`config.mk`:
```
export PLATFORM = sky130hd
export DESIGN_NAME = aes_ext_bus_master_flat
export DESIGN_NICKNAME = d
export VERILOG_FILES = /design/src/rtl/aes_ext_bus_if.sv /design/src/rtl/aes_ext_bus_master.sv /design/src/flat_wrapper.sv
export SDC_FILE = /design/constraint.sdc
export NUM_CORES = 1
export LEC_CHECK = 0
export CORE_MARGIN = 2
export CORE_UTILIZATION = 45
export CTS_CLUSTER_DIAMETER = 150
export DETAILED_ROUTE_END_ITERATION = 10
export HOLD_SLACK_MARGIN = 0.12
export PLACE_DENSITY = 0.76
export SLEW_MARGIN = 20
export SYNTH_ARGS = -nofsm -noshare
export SYNTH_HDL_FRONTEND = slang
export SYNTH_SLANG_ARGS = --single-unit
```
`constraint.sdc`:
```
create_clock -name clk -period 6.2 [get_ports clk]
set_clock_uncertainty 0.2 [all_clocks]
set_input_delay 1.86 -clock clk [delete_from_list [all_inputs] [get_ports clk]]
set_output_delay 1.86 -clock clk [all_outputs]
set_load 0.01 [all_outputs]
```
`src/rtl/aes_ext_bus_if.sv`:
```
// Signal bundle between the AES core side, the block-command master and the external-bus bridge.
// Valid/ready channels (cmd, wr, rd): a beat transfers on a cycle where valid and ready are both 1;
// the valid side holds its payload stable until that cycle. bus_* uses held strobes closed by bus_acknowledge.
interface aes_ext_bus_if #(
    parameter int DATA_W    = 128,
    parameter int ADDR_W    = 6,
    parameter int MAX_BEATS = 4
);
    localparam int BE_W = DATA_W / 8;
    localparam int BW   = $clog2(MAX_BEATS + 1);

    logic              cmd_valid;
    logic              cmd_ready;
    logic              cmd_write;
    logic [ADDR_W-1:0] cmd_addr;
    logic [BW-1:0]     cmd_beats;
    logic [BE_W-1:0]   cmd_be;

    logic              wr_valid;
    logic              wr_ready;
    logic [DATA_W-1:0] wr_data;

    logic              rd_valid;
    logic              rd_ready;
    logic [DATA_W-1:0] rd_data;

    logic [ADDR_W-1:0] bus_address;
    logic [BE_W-1:0]   bus_byte_enable;
    logic              bus_read;
    logic              bus_write;
    logic [DATA_W-1:0] bus_write_data;
    logic              bus_acknowledge;
    logic [DATA_W-1:0] bus_read_data;

    modport master (
        input  cmd_valid, cmd_write, cmd_addr, cmd_beats, cmd_be,
        output cmd_ready,
        input  wr_valid, wr_data,
        output wr_ready,
        output rd_valid, rd_data,
        input  rd_ready,
        output bus_address, bus_byte_enable, bus_read, bus_write, bus_write_data,
        input  bus_acknowledge, bus_read_data
    );

    modport slave (
        output cmd_valid, cmd_write, cmd_addr, cmd_beats, cmd_be,
        input  cmd_ready,
        output wr_valid, wr_data,
        input  wr_ready,
        input  rd_valid, rd_data,
        output rd_ready,
        input  bus_address, bus_byte_enable, bus_read, bus_write, bus_write_data,
        output bus_acknowledge, bus_read_data
    );
endinterface

```
`src/rtl/aes_ext_bus_master.sv`:
```
// Splits multi-beat block commands into single-beat bridge transactions; read returns go to a FWFT FIFO.
// Define AES_BUS_ACK_TIMEOUT_EN to enable the ack-timeout watchdog and the sticky err flag.
module aes_ext_bus_master #(
    parameter int DATA_W    = 128,
    parameter int ADDR_W    = 6,
    parameter int MAX_BEATS = 4,
    parameter int TIMEOUT   = 255
) (
    input  logic                 clk,
    input  logic                 reset,
    aes_ext_bus_if.master        io,
    output logic                 busy,
    output logic                 done,
    output logic                 err,
    output logic [1:0]           state_dbg
);
    localparam int BW = $clog2(MAX_BEATS + 1);
    localparam int PW = (MAX_BEATS > 1) ? $clog2(MAX_BEATS) : 1;

    typedef enum logic [1:0] {S_IDLE, S_ISSUE, S_WAIT_ACK, S_DONE} state_t;

    state_t            state;
    logic              write_q;
    logic [BW-1:0]     beats_left;
    logic [DATA_W-1:0] mem [MAX_BEATS];
    logic [PW-1:0]     wr_ptr;
    logic [PW-1:0]     rd_ptr;
    logic [BW-1:0]     count;
    logic              accept;
    logic              push;
    logic              pop;
    logic              ack_beat;
    logic              rd_credit;
    logic              timeout_hit;

    assign io.cmd_ready = (state == S_IDLE) && !reset;
    assign accept       = io.cmd_valid && io.cmd_ready;
    assign io.wr_ready  = (state == S_ISSUE) && write_q;
    assign io.rd_valid  = (count != '0);
    assign io.rd_data   = io.rd_valid ? mem[rd_ptr] : '0;
    assign pop          = io.rd_valid && io.rd_ready;
    assign ack_beat     = (state == S_WAIT_ACK) && io.bus_acknowledge;
    assign push         = ack_beat && !write_q;
    // A slot freed by this cycle's pop counts as credit for a new read beat.
    assign rd_credit    = (count < BW'(MAX_BEATS)) || pop;
    assign busy         = (state != S_IDLE);
    assign done         = (state == S_DONE);
    assign state_dbg    = state;

`ifdef AES_BUS_ACK_TIMEOUT_EN
    localparam int TW = $clog2(TIMEOUT + 1);
    logic [TW-1:0] to_cnt;

    assign timeout_hit = (state == S_WAIT_ACK) && !io.bus_acknowledge && (to_cnt == TW'(TIMEOUT - 1));

    always_ff @(posedge clk) begin
        if (reset) begin
            to_cnt <= '0;
            err    <= 1'b0;
        end else begin
            if (accept)
                err <= 1'b0;
            else if (timeout_hit)
                err <= 1'b1;
            if (state != S_WAIT_ACK)
                to_cnt <= '0;
            else if (!io.bus_acknowledge)
                to_cnt <= to_cnt + 1'b1;
        end
    end
`else
    assign timeout_hit = 1'b0;
    assign err         = 1'b0 & (TIMEOUT != 0);
`endif

    always_ff @(posedge clk) begin
        if (reset) begin
            state              <= S_IDLE;
            write_q            <= 1'b0;
            beats_left         <= '0;
            io.bus_address     <= '0;
            io.bus_byte_enable <= '0;
            io.bus_read        <= 1'b0;
            io.bus_write       <= 1'b0;
            io.bus_write_data  <= '0;
        end else begin
            case (state)
                S_IDLE: begin
                    if (accept) begin
                        write_q            <= io.cmd_write;
                        io.bus_address     <= io.cmd_addr;
                        io.bus_byte_enable <= io.cmd_be;
                        beats_left         <= (io.cmd_beats > BW'(MAX_BEATS)) ? BW'(MAX_BEATS) : io.cmd_beats;
                        state              <= (io.cmd_beats == '0) ? S_DONE : S_ISSUE;
                    end
                end
                S_ISSUE: begin
                    if (write_q) begin
                        if (io.wr_valid) begin
                            io.bus_write_data <= io.wr_data;
                            io.bus_write      <= 1'b1;
                            state             <= S_WAIT_ACK;
                        end
                    end else if (rd_credit) begin
                        io.bus_read <= 1'b1;
                        state       <= S_WAIT_ACK;
                    end
                end
                S_WAIT_ACK: begin
                    if (io.bus_acknowledge) begin
                        io.bus_read    <= 1'b0;
                        io.bus_write   <= 1'b0;
                        io.bus_address <= io.bus_address + 1'b1;
                        beats_left     <= beats_left - 1'b1;
                        state          <= (beats_left == BW'(1)) ? S_DONE : S_ISSUE;
                    end else if (timeout_hit) begin
                        io.bus_read  <= 1'b0;
                        io.bus_write <= 1'b0;
                        beats_left   <= '0;
                        state        <= S_DONE;
                    end
                end
                S_DONE:  state <= S_IDLE;
                default: state <= S_IDLE;
            endcase
        end
    end

    always_ff @(posedge clk) begin
        if (reset) begin
            wr_ptr <= '0;
            rd_ptr <= '0;
            count  <= '0;
        end else begin
            if (push) begin
                mem[wr_ptr] <= io.bus_read_data;
                wr_ptr      <= (wr_ptr == PW'(MAX_BEATS - 1)) ? '0 : wr_ptr + 1'b1;
            end
            if (pop)
                rd_ptr <= (rd_ptr == PW'(MAX_BEATS - 1)) ? '0 : rd_ptr + 1'b1;
            case ({push, pop})
                2'b10:   count <= count + 1'b1;
                2'b01:   count <= count - 1'b1;
                default: count <= count;
            endcase
        end
    end
endmodule
```
`src/flat_wrapper.sv`:
```
// flat-port wrapper written by rule: the top's interface ports become plain ports
module aes_ext_bus_master_flat 
#(
    parameter int DATA_W    = 128,
    parameter int ADDR_W    = 6,
    parameter int MAX_BEATS = 4,
    parameter int TIMEOUT   = 255
)
  (clk, reset, busy, done, err, state_dbg, io_cmd_valid, io_cmd_write, io_cmd_addr, io_cmd_beats, io_cmd_be, io_cmd_ready, io_wr_valid, io_wr_data, io_wr_ready, io_rd_valid, io_rd_data, io_rd_ready, io_bus_address, io_bus_byte_enable, io_bus_read, io_bus_write, io_bus_write_data, io_bus_acknowledge, io_bus_read_data);
  aes_ext_bus_if #(.DATA_W(DATA_W), .ADDR_W(ADDR_W), .MAX_BEATS(MAX_BEATS)) io_i ();
  input  logic clk;
  input  logic reset;
  output logic busy;
  output logic done;
  output logic err;
  output logic [1:0] state_dbg;
  input wire logic [$bits(io_i.cmd_valid)-1:0] io_cmd_valid;
  input wire logic [$bits(io_i.cmd_write)-1:0] io_cmd_write;
  input wire logic [$bits(io_i.cmd_addr)-1:0] io_cmd_addr;
  input wire logic [$bits(io_i.cmd_beats)-1:0] io_cmd_beats;
  input wire logic [$bits(io_i.cmd_be)-1:0] io_cmd_be;
  output wire logic [$bits(io_i.cmd_ready)-1:0] io_cmd_ready;
  input wire logic [$bits(io_i.wr_valid)-1:0] io_wr_valid;
  input wire logic [$bits(io_i.wr_data)-1:0] io_wr_data;
  output wire logic [$bits(io_i.wr_ready)-1:0] io_wr_ready;
  output wire logic [$bits(io_i.rd_valid)-1:0] io_rd_valid;
  output wire logic [$bits(io_i.rd_data)-1:0] io_rd_data;
  input wire logic [$bits(io_i.rd_ready)-1:0] io_rd_ready;
  output wire logic [$bits(io_i.bus_address)-1:0] io_bus_address;
  output wire logic [$bits(io_i.bus_byte_enable)-1:0] io_bus_byte_enable;
  output wire logic [$bits(io_i.bus_read)-1:0] io_bus_read;
  output wire logic [$bits(io_i.bus_write)-1:0] io_bus_write;
  output wire logic [$bits(io_i.bus_write_data)-1:0] io_bus_write_data;
  input wire logic [$bits(io_i.bus_acknowledge)-1:0] io_bus_acknowledge;
  input wire logic [$bits(io_i.bus_read_data)-1:0] io_bus_read_data;
  assign io_i.cmd_valid = io_cmd_valid;
  assign io_i.cmd_write = io_cmd_write;
  assign io_i.cmd_addr = io_cmd_addr;
  assign io_i.cmd_beats = io_cmd_beats;
  assign io_i.cmd_be = io_cmd_be;
  assign io_cmd_ready = io_i.cmd_ready;
  assign io_i.wr_valid = io_wr_valid;
  assign io_i.wr_data = io_wr_data;
  assign io_wr_ready = io_i.wr_ready;
  assign io_rd_valid = io_i.rd_valid;
  assign io_rd_data = io_i.rd_data;
  assign io_i.rd_ready = io_rd_ready;
  assign io_bus_address = io_i.bus_address;
  assign io_bus_byte_enable = io_i.bus_byte_enable;
  assign io_bus_read = io_i.bus_read;
  assign io_bus_write = io_i.bus_write;
  assign io_bus_write_data = io_i.bus_write_data;
  assign io_i.bus_acknowledge = io_bus_acknowledge;
  assign io_i.bus_read_data = io_bus_read_data;
  aes_ext_bus_master #(.DATA_W(DATA_W), .ADDR_W(ADDR_W), .MAX_BEATS(MAX_BEATS), .TIMEOUT(TIMEOUT)) u_core (.clk(clk), .reset(reset), .io(io_i), .busy(busy), .done(done), .err(err), .state_dbg(state_dbg));
endmodule
```
==> summary.md <==
| Metric | Value |
|---|---|
| Synthesis-to-finish area growth | 35.0% |
| Clock transition at the registers of the reported paths | 60 ps |
| Achievable frequency | 192 MHz |
| Post-synth EDFFs | 512 |
| Synth Instances | 1605 |
| Sequential area share after synthesis | 73.4% |
| First-pass GRT wire length | a little over 100000 um |
| Crit path max fanout | 29 |
| Worst EP required | 4140 ps |
| DP Cell Count | 2855 |
| Setup WS pre-CTS | 1400 ps |
| Pin count of the biggest net entering global routing | 106 |
| Unique masters post-synth | 49 |
| Synth Register Bits | 679 |
| Die area | 58600 um2 |
| Mean post-synth cell area | 15.9 um2 |
| Final setup viols | 0 |
| Post-Route WL | 70000 um |
| Synth area leaders | edfxtp_1 60%, dfxtp_1 13%, mux4_2 11%, nand2_1 4.4%, and2_1 3.2% |
| Hold Crit Class | reg -> reg |
| Slew Viols, Final | 0 |
| First-pass iteration count of the detailed router | 5 |
| Slew HR | 24.1% |
| I/O pins | 576 |
| Die Y | 242 um |
| Setup CP Type | reg -> out |
| H-tree depth | 3 |
| # Post-CTS Setup Buffers | 0 |
| P per Cell Area | 294 nW/um2 |
| Post-CTS Resized | 0 |
| Clk buf depth | 3 |
| CTS sink cnt | 679 |
| Post-route ant nets | 0 |
| Cts bufs inserted | 70 |
| Gr ovfl total | 0 |
| Leak pwr | 11.0 nW |
| RSZ-0062 raised after global routing | no |
| Die Wd | 242 um |
| Status | complete, no violations |
| Max Cap Viol | 0 |
| Vias in the first global route | approximately 16000 |
| FILL cells | 4171 |
| Critical path data arrival time | approximately 3100 ps |
| GRT Util Overall | between 20% and 30% |
| Clock Latency Late Sink | 580 ps |
| CP endpoint kind | output port |
| Critical path startpoint category | flop |
| DRC Markers | 0 |
| Core box area | 56300 um2 |
| Initial antenna violation count | 25 |
| Synthesized cell area | 25500 um2 |
| Fin crit period | 5200 ps |
| DR vias/cell | approximately 5.3 |
| Post-Layout Cell Count | 3001 |
| YS warnings | 0 |
| Ys async rst share | 0% |
| Fin Setup TNS | 0 ps |
| Cts hold-fix bufs | 0 |
| Wirelength per Cell | 23.3 um |
| Rows | between 80 and 90 |
| Vias | around 16000 |
| Main synth FF type | edfxtp_1 |
| CTS tree | done |
| Crit share post-route | 83.8% |
| Initial Utilization | 45.3% |
| Root Buffer | clkbuf_16 |
| Worst IR drop on VDD | 241 uV |
| Nets@finish | 2469 |
| 1st-iter DRT viols | 875 |
| Hold Slack | 255 ps |
| Layout cells sized above 1 | approximately an eighth |
| Post-Syn Nets | between 1500 and 2000 |
| Fin. Hold Viols | 0 |
| Placed wire-length estimate | about 47000 um |
| Synth area leader | edfxtp_1 |
| Worst-Margin Slew | 1140 ps |
| Most frequent cells in the layout | 573 x clkdlybuf4s50_1, 512 x edfxtp_1, 298 x nand2_1, 165 x dfxtp_1, 140 x a21oi_1 |
| Share of the synthesized area in the top cell type | about 60% |
| Commonest non-fill, non-tap cell in the layout | clkdlybuf4s50_1 |
| Final setup margin | between 1000 and 1500 ps |
| GP Congestion | 0.913 |
| IO Port Bufs | 574 |
-- final timing paths --
| kind | slack, ps | to | from | cells after the start |
|---|---|---|---|---|
| max | 1000 | io_rd_data[90] | flop | 4 |
| min | 250 | u_core.io.bus_write_data[115] | u_core.io.bus_write_data[115] | 2 |
| max reg2reg | 3180 | u_core.mem[3][91] | u_core.state_dbg[1] | 4 |
| min reg2reg | 250 | u_core.io.bus_write_data[115] | u_core.io.bus_write_data[115] | 2 |
-- Yosys cell counts (all sizes together), types with 3 or more instances --
cell type,instances
edfxtp,512
nand2,298
dfxtp,167
a21oi,140
and2,129
mux4,128
clkbuf,82
buf,21
o21ai,19
inv,14
nor2,13
ha,9
nand2b,7
and3,4
nor4bb,4
o32ai,4
a2bb2oi,3
a31oi,3
mux2i,3
nand3,3
nand4b,3
nor2b,3
nor3,3
or3,3
-- cell type report --
cell class | instances | area [um2] | area share (%)
clock buffer | 83 | 1860 | 5.41
tap | 756 | 946 | 2.75
timing repair buffer | 597 | 6070 | 17.6
clock inverter | 44 | 372 | 1.08
antenna | 19 | 47.5 | 0.138
inverter | 14 | 52.6 | 0.153
multi-input combinational | 809 | 6370 | 18.5
sequential | 679 | 18700 | 54.4
-- sequential cells by signal, indices dropped and copies added (netlist names), named ones only --
name and count:
u_core.beats_left 3, u_core.count 3, u_core.io.bus_address 6, u_core.io.bus_byte_enable 16, u_core.io.bus_read 1, u_core.io.bus_write 1, u_core.io.bus_write_data 128, u_core.mem 512
u_core.rd_ptr 2, u_core.state_dbg 2, u_core.wr_ptr 2, u_core.write_q 1
-- critical path, cell delays in order, from the launching register on --
cell and delay, ps:
dfxtp_4 750, buf_4 520, mux4_2 560, and2_1 190
clkdlybuf4s50_1 520
-- report_power, final --
group          internal (mW)  leakage (nW)  total, mW  switching, mW
Sequential              4.93          5.96       4.98         0.0522
Combinational          0.594          3.92       1.05          0.451
Clock                   2.36          1.09       4.09           1.72
Total                   7.89          11.0       10.1           2.23
-- kinds of logic after synthesis --
| family | synth area share, % |
|---|---|
| fa+ha+maj | 0.520 |
| compound gates | 3.90 |
| xor+xnor | 0.0687 |
| buf+inv | 1.81 |
| flops | 73.4 |
| mux | 11.4 |
| simple gates | 8.91 |
| other cells | 0.0147 |
-- routing by layer --
layer	share of wire [%]	GRT usage, %	wire [um]	up-vias
met3	8.5	7.48	5970	123
li1	-	-	-	7136
met5	0.063	0	44	-
met4	4.0	11.1	2770	6
met2	51	39.9	35400	617
met1	37	27.2	25900	7924
-- metrics by stage --
step | power [mW] | utilization [%] | cell area (um2)
after floorplan | 5.52 | - | 25500
after global placement | 6.12 | 57.2 | 32200
after detailed placement | 6.13 | 57.2 | 32200
after CTS | 10.2 | 61.1 | 34400
after global routing | 10.5 | 61.2 | 34400
final | 10.1 | 61.2 | 34400
Note: power is estimated with default switching activity, not from simulation.
